==> src/rtl/m_wb_gpio.sv <==
// m_wb_gpio: Wishbone classic GPIO slave with NOUT outputs, NIN synchronised
// inputs and per-input change capture (EDGE, write-1-to-clear).
// Ports: CLK_I, RST_NI (sync, active-low), CYC_I/STB_I/WE_I/ADR_I/DAT_I/SEL_I in,
//        DAT_O/ACK_O out, gpio_in (async), gpio_out, irq (M_WB_GPIO_IRQ_EN only).
// Optional: define M_WB_GPIO_IRQ_EN for the MASK register and the irq output.
module m_wb_gpio #(
   parameter int              NOUT       = 4,
   parameter int              NIN        = 1,
   parameter int              SYNCSTAGES = 2,
   parameter logic [NOUT-1:0] OUTRESET   = '0
) (
   input  logic            CLK_I,
   input  logic            RST_NI,
   input  logic            CYC_I,
   input  logic            STB_I,
   input  logic            WE_I,
   input  logic [1:0]      ADR_I,
   input  logic [31:0]     DAT_I,
   input  logic [3:0]      SEL_I,
   output logic [31:0]     DAT_O,
   output logic            ACK_O,
   input  logic [NIN-1:0]  gpio_in,
   output logic [NOUT-1:0] gpio_out
`ifdef M_WB_GPIO_IRQ_EN
   ,
   output logic            irq
`endif
);

   logic                           req;
   logic                           wr;
   logic [31:0]                    wmask;
   logic [31:0]                    rdata;
   logic [NIN-1:0]                 s;
   logic [NIN-1:0]                 clr;
   logic [NOUT-1:0]                out_q, out_d;
   logic [SYNCSTAGES-1:0][NIN-1:0] sync_q, sync_d;
   logic [NIN-1:0]                 prev_q, prev_d;
   logic [NIN-1:0]                 edge_q, edge_d;
   logic                           ack_q, ack_d;
   logic [31:0]                    dat_q, dat_d;
`ifdef M_WB_GPIO_IRQ_EN
   logic [NIN-1:0]                 mask_q, mask_d;
   logic                           irq_q, irq_d;
`endif

   // Upper data / lane bits beyond NOUT and NIN are deliberately ignored.
   logic unused_ok;
   assign unused_ok = ^{DAT_I, wmask};

   assign s = sync_q[SYNCSTAGES-1];

   always_comb begin
      req    = CYC_I & STB_I & ~ack_q;
      wr     = req & WE_I;
      wmask  = {{8{SEL_I[3]}}, {8{SEL_I[2]}},
                {8{SEL_I[1]}}, {8{SEL_I[0]}}};
      sync_d = {sync_q[SYNCSTAGES-2:0], gpio_in};
      prev_d = s;

      out_d = out_q;
      if (wr && ADR_I == 2'd0)
         out_d = (out_q & ~wmask[NOUT-1:0])
               | (DAT_I[NOUT-1:0] & wmask[NOUT-1:0]);

      clr = '0;
      if (wr && ADR_I == 2'd2)
         clr = DAT_I[NIN-1:0] & wmask[NIN-1:0];
      // A fresh change in the same cycle as a clear must survive.
      edge_d = (edge_q & ~clr) | (s ^ prev_q);

`ifdef M_WB_GPIO_IRQ_EN
      mask_d = mask_q;
      if (wr && ADR_I == 2'd3)
         mask_d = (mask_q & ~wmask[NIN-1:0])
                | (DAT_I[NIN-1:0] & wmask[NIN-1:0]);
      irq_d = |(edge_q & mask_q);
`endif

      rdata = '0;
      unique case (ADR_I)
         2'd0: rdata[NOUT-1:0] = out_q;
         2'd1: rdata[NIN-1:0]  = s;
         2'd2: rdata[NIN-1:0]  = edge_q;
`ifdef M_WB_GPIO_IRQ_EN
         2'd3: rdata[NIN-1:0]  = mask_q;
`else
         2'd3: rdata           = '0;
`endif
      endcase

      ack_d = req;
      dat_d = req ? rdata : dat_q;
   end

   always_ff @(posedge CLK_I) begin
      // prev tracks s even in reset so release brings no false edge.
      prev_q <= prev_d;
      if (!RST_NI) begin
         out_q  <= OUTRESET;
         sync_q <= '0;
         edge_q <= '0;
         ack_q  <= 1'b0;
         dat_q  <= '0;
`ifdef M_WB_GPIO_IRQ_EN
         mask_q <= '0;
         irq_q  <= 1'b0;
`endif
      end else begin
         out_q  <= out_d;
         sync_q <= sync_d;
         edge_q <= edge_d;
         ack_q  <= ack_d;
         dat_q  <= dat_d;
`ifdef M_WB_GPIO_IRQ_EN
         mask_q <= mask_d;
         irq_q  <= irq_d;
`endif
      end
   end

   assign DAT_O    = dat_q;
   assign ACK_O    = ack_q;
   assign gpio_out = out_q;
`ifdef M_WB_GPIO_IRQ_EN
   assign irq      = irq_q;
`endif

endmodule

==> config.mk <==
export PLATFORM = sky130hd
export DESIGN_NAME = m_wb_gpio
export DESIGN_NICKNAME = d
export VERILOG_FILES = /design/src/rtl/m_wb_gpio.sv
export SDC_FILE = /design/constraint.sdc
export NUM_CORES = 1
export LEC_CHECK = 0
export BUFFER_PORTS_ARGS = -buffer_cell sky130_fd_sc_hd__buf_2
export CORE_MARGIN = 2
export CORE_UTILIZATION = 36
export DETAILED_ROUTE_END_ITERATION = 8
export PLACE_DENSITY = 0.92
export SYNTH_ARGS = -nofsm -noshare
export SYNTH_HDL_FRONTEND = slang
export SYNTH_SLANG_ARGS = --single-unit
export TNS_END_PERCENT = 10
==> constraint.sdc <==
create_clock -name CLK_I -period 2.3 [get_ports CLK_I]
set_input_delay 0.115 -clock CLK_I [delete_from_list [all_inputs] [get_ports CLK_I]]
set_output_delay 0.115 -clock CLK_I [all_outputs]
set_load 0.03 [all_outputs]
==> results of run 1 <==
==> layout by cell type, fill, tap and decap left out <==
master    instances
conb_1           28
buf_2            21
dfxtp_1          13
nand2_1          12
mux2i_1           5
and2_1            3
nand3_1           3
a21boi_0          3
clkbuf_4          3
nand3b_1          2
o21ai_0           2
nor2_1            2
xor2_1            1
nand3b_4          1
nor4_1            1
and3b_1           1
o21a_1            1
a21oi_1           1
nor4_4            1
clkbuf_1          1
==> path summary, 6_finish.rpt <==
kind / start / to / slack [ns] / cells past startpoint
max: ACK_O$_SDFF_PN0_ / flip-flop / 1.18 / 3
min: gpio_in / sync_d[1]$_SDFF_PN0_ / 0.04 / 2
max reg2reg: ACK_O$_SDFF_PN0_ / flip-flop / 1.18 / 3
min reg2reg: prev_d$_SDFF_PN0_ / prev_q$_DFF_P_ / 0.38 / 0
==> cells by family (layout without fill, tap and decap cells) <==
kind of cell | Yosys count | after routing | share of synthesized area [%]
AOI/OAI and AO/OA | 7 | 7 | 6.04
xor gates and xnor gates | 1 | 1 | 1.17
buffers and inverters | 30 | 25 | 29.5
DFF | 13 | 13 | 34.9
muxes | 5 | 5 | 6.71
other | 1 | 28 | 0.503
and+or+nand+nor | 26 | 26 | 21.1
==> area by class of cell <==
class                      count  area (µm²)  share of cell area [%]
tap                           27        33.8                    4.27
timing repair buffer          21         105                    13.3
multi-input combinational     67         367                    46.3
sequential                    13         260                    32.9
clock buffer                   4        26.3                    3.32
==> per-stage QoR <==
stage / std cells / total power, mW / area [µm²]
after floorplan: 110 / 0.359 / 847
after global placement: 128 / 0.340 / 766
after detailed placement: 128 / 0.342 / 766
after CTS: 132 / 0.476 / 792
after global routing: 132 / 0.503 / 792
final: 132 / 0.475 / 792
==> power breakdown <==
| group | switching [mW] | internal (mW) |
|---|---|---|
| sequential | 0.00304 | 0.231 |
| clock | 0.0705 | 0.0672 |
| combinational | 0.0845 | 0.0183 |
==> layer usage <==
layer	global-route usage, %	vias up	wire (µm)
li1	-	257	-
met4	5.56	0	19
met3	2.12	3	129
met1	10.5	216	444
met5	0	-	0
met2	17.1	41	525
==> flow_metrics.tcl, run 1 <==
set metrics [dict create \
    synth_area_per_cell_um2 8.98 \
    cts_sinks 13 \
    clk_pin_slew_ns 0.08 \
    finalHoldViolations 0 \
    ctsResizeCount 0 \
    cp_slowest_cell "dfxtp_1" \
    vias_per_cell 3.92 \
    numCtsBuffers 3 \
    yosys.cell_types.count 19 \
    post_cts_buffers 0 \
    crit_family "simple AND/OR/NAND/NOR gates" \
    syn2layout_area_growth_pct 6.21 \
    max_cap_violations 0 \
    min_path_type "primary input to flip-flop" \
    grt_pass1_vias 453 \
    n_antenna_cell 0 \
    max_stage_delay_ns 0.32 \
    ir_drop_uv 323 \
    synth_edf_count 0 \
    finalCritPeriodShare_pct 48.6 \
    grt_pass1_wl_mm 1.81 \
    die-area_um2 2450 \
    end_kind "flip-flop" \
    port_buffers 21 \
    p_per_area_nw_per_um2 599 \
    synth_top_flop_cell "dfxtp_1" \
    slew_violations 0 \
    die_x_um 49.5 \
    p_leak_nw 0.396 \
    start_util_pct 38.0 \
    grt-ovfl-total 0 \
    antenna_found_initial 0 \
    drive_gt1_share_pct 24.8 \
    cp.required_ns 2.51 \
    htreeDepth 1 \
    worst-path-buf-inv 0 \
    timing.hold.ws_ns 0.0369 \
    grt_usage_pct 9.66 \
    fillers 200 \
    synth.area.top_cells "dfxtp_1 (35%), buf_4 (28%), mux2i_1 (6.7%)" \
    root_buffer "clkbuf_4" \
    worst-setup-path-type "flip-flop to flip-flop" \
    finalSetupViolations 0 \
    yosysMostFrequentCell "buf_4" \
    fin_util_pct 40.4 \
    worstPathCellList "nand3b_4, nor4_4, mux2i_1" \
    syn_inst 83 \
    yosysWarningCount 0 \
    clock_path_buffers 2 \
    status "finished, final reports clean" \
    cts_tree "yes" \
    finalWorstSetupSlack_ns 1.18 \
    synthArstFlopShare_pct 0 \
    synth_common_cells "buf_4 (28), dfxtp_1 (13), nand2_1 (12), mux2i_1 (5)" \
    fmax_mhz 894 \
    dp.final_hpwl_um 932 \
    drc_errors 0 \
    clock_latency_ns 0.27 \
    fp.coreArea_um2 1960 \
    fin_crit_ns 1.12 \
    wl_per_cell_um 8.48 \
    grt_max_degree 17 \
    cp.arrival_ns 1.32 \
    post-place-ws_ns 1.17 \
    tns_ns 0 \
    wl_mm 1.12 \
    first_pass_iters 4 \
    final_nets 150 \
    gp_congestion 0.671 \
    finClkSkew_ns 0.00377 \
    vias 517 \
    rows 16 \
    rsz0062_at_grt "no" \
    synth_area_um2 746 \
    drt-initial-drc-count 4 \
    yosysSeqAreaShare_pct 34.9 \
    path_max_fanout 5 \
    ant_nets 0 \
    synth_top_area_share_pct 34.9 \
    die_h_um 49.5 \
    worstSetupStartpointType "flip-flop" \
    synth_top_area_cell "dfxtp_1" \
    hold_buffers 0 \
    io_pins 81 \
    ys_ff_latch 13 \
]
Note: power is estimated with default switching activity, not from simulation.
==> run 2, diff against run 1 <==
--- a/config.mk
+++ b/config.mk
@@ -7,9 +7,9 @@
 export LEC_CHECK = 0
 export BUFFER_PORTS_ARGS = -buffer_cell sky130_fd_sc_hd__buf_2
 export CORE_MARGIN = 2
-export CORE_UTILIZATION = 36
+export CORE_UTILIZATION = 34
 export DETAILED_ROUTE_END_ITERATION = 8
-export PLACE_DENSITY = 0.92
+export PLACE_DENSITY = 0.88
 export SYNTH_ARGS = -nofsm -noshare
 export SYNTH_HDL_FRONTEND = slang
 export SYNTH_SLANG_ARGS = --single-unit
==> constraint.sdc (replaced) <==
create_clock -name CLK_I -period 1.17 [get_ports CLK_I]
set_input_delay 0.0585 -clock CLK_I [delete_from_list [all_inputs] [get_ports CLK_I]]
set_output_delay 0.0585 -clock CLK_I [all_outputs]
set_load 0.03 [all_outputs]
==> run 2 against run 1 <==
Power grew 95%. Count of clock-buffer cells in the layout unchanged. Register-to-register slack worse by 1.1 ns. Die area grew 5.4%. Clock power grew 89%. Critical path type unchanged. Utilization shrank 0.64 points. Via count increased by 3.7%. Worst setup slack got worse by 1.1 ns. Clock skew hardly changed.
==> flow_metrics.tcl, run 2 (same netlist as run 1, synthesis figures left out) <==
set metrics [dict create \
    start_util_pct 36.9 \
    path_max_fanout 5 \
    switching_power_mw 0.301 \
    dp_cells 128 \
    vias 536 \
    r2r_slack_ns 0.06 \
    slew_violations 0 \
    r2r-start "ACK_O$_SDFF_PN0_" \
    timing.hold.ws_ns 0.0348 \
    finalSetupViolations 0 \
    fillers 218 \
    final_nets 151 \
    drc_errors 0 \
    rows 16 \
    worst-setup-path-type "flip-flop to flip-flop" \
    min_from "DAT_I[2]" \
    cp.required_ns 1.37 \
    max_stage_delay_ns 0.33 \
    numCtsBuffers 3 \
    wl_per_cell_um 8.11 \
    wl_mm 1.08 \
    swShare_pct 32.5 \
    cts_tree "yes" \
    layout_commonest_cell "conb_1" \
    grt_usage_pct 9.63 \
    p_leak_nw 0.401 \
    clock_path_buffers 2 \
    reg2reg_depth 3 \
    ir_drop_uv 761 \
    port_buffers 21 \
    hold_depth 3 \
    p_per_area_nw_per_um2 1150 \
    fin_crit_ns 1.11 \
    syn2layout_area_growth_pct 7.72 \
    clk_pin_slew_ns 0.07 \
    clock_latency_ns 0.27 \
    first_pass_iters 2 \
    stdcell_count 133 \
    htreeDepth 1 \
    regArea_um2 262 \
    fin_util_pct 39.7 \
    vias_per_cell 4.03 \
    finalCritPeriodShare_pct 95.0 \
    ant_nets 0 \
    status "finished, final reports clean" \
    power.internal_mw 0.624 \
    grt_pass1_wl_mm 1.86 \
    multiInputGateArea_um2 367 \
    cts_sinks 13 \
    root_buffer "clkbuf_4" \
    die_h_um 50.8 \
    gp_congestion 0.670 \
    layout_common_cells "conb_1 (28), buf_2 (21), dfxtp_1 (12), nand2_1 (12), mux2i_1 (5)" \
    p_seq_share_pct 49.8 \
    post_cts_buffers 0 \
    die_x_um 50.8 \
    grt_pass1_vias 469 \
    power_mw 0.925 \
    dp.final_hpwl_um 930 \
    drt-initial-drc-count 1 \
    cp_slowest_cell "dfxtp_2" \
    die-area_um2 2580 \
    rsz0062_at_grt "yes" \
    grt_max_degree 17 \
    finalHoldViolations 0 \
    max_cap_violations 0 \
    fmax_mhz 900 \
    grt-ovfl-total 0 \
    fp.coreArea_um2 2020 \
    n_antenna_cell 0 \
    power_frac_comb_pct 22.0 \
    end_kind "flip-flop" \
    worstSetupStartpointType "flip-flop" \
    min_path_type "primary input to flip-flop" \
    antenna_found_initial 0 \
    finClkSkew_ns 0.00398 \
    drive_gt1_share_pct 25.5 \
    worstPathCellList "nand3b_4, nor4_4, mux2i_1" \
    p_clk_share_pct 28.2 \
    cp.arrival_ns 1.31 \
    io_pins 81 \
]
==> run 2: cell count changes in the layout (fill, tap and decap cells not counted) <==
cell,delta
dfxtp_1,-1
dlygate4sd3_1,+1
dfxtp_2,+1
==> run 2: final cells by class <==
class,count,area share (%)
timing repair buffer,22,14.3
multi-input combinational,67,45.6
clock buffer,4,3.27
sequential,13,32.6
tap,27,4.21
==> run 2: critical path, delay by kind of cell (launching register included) <==
family	cells	cell delay, ns
DFF	1	0.33
muxes	1	0.22
and+or+nand+nor	2	0.50
==> run 2: worst max path at each step <==
stage / startpoint / slack (ns) / endpoint / cells past startpoint
floorplan: ACK_O$_SDFF_PN0_ / 0.005 / flip-flop / 3
global placement: ACK_O$_SDFF_PN0_ / 0.09 / flip-flop / 3
detailed placement: ACK_O$_SDFF_PN0_ / 0.05 / flip-flop / 3
CTS: ACK_O$_SDFF_PN0_ / 0.03 / flip-flop / 3
global route: ACK_O$_SDFF_PN0_ / -0.02 / flip-flop / 3
finish: ACK_O$_SDFF_PN0_ / 0.06 / flip-flop / 3
==> run 2: repair_timing <==
action / 4_1_cts / 5_1_grt
endpoints found under the hold margin: 1 / 0
gates resized for setup: 0 / 1
hold buffers: 1 / 0
endpoints found under the setup margin: 0 / 4
==> run 2: metrics by stage <==
stage	TNS, ns	area [µm²]	worst slack [ns]
2_1_floorplan	0	847	0.00536
3_3_place_gp	0	766	0.0882
3_5_place_dp	0	766	0.0516
6_report	0	803	0.0586
5_1_grt	-0.0773	803	-0.0228
4_1_cts	0	802	0.0283
==> run 2: power groups by stage <==
stage          combinational, mW  sequential (mW)  clock (mW)
5_1_grt                    0.221            0.462       0.295
2_1_floorplan              0.227            0.479           0
3_3_place_gp               0.198            0.470           0
3_5_place_dp               0.201            0.471           0
4_1_cts                    0.204            0.460       0.271
6_report                   0.204            0.460       0.261
==> run 2: layer usage <==
metal | GRT usage [%] | wire length (µm) | part of all wire (%)
met1 | 10.0 | 405 | 38
met2 | 17.8 | 524 | 49
met3 | 1.17 | 116 | 11
met4 | 6.76 | 31 | 2.9
met5 | 0 | 0 | 0
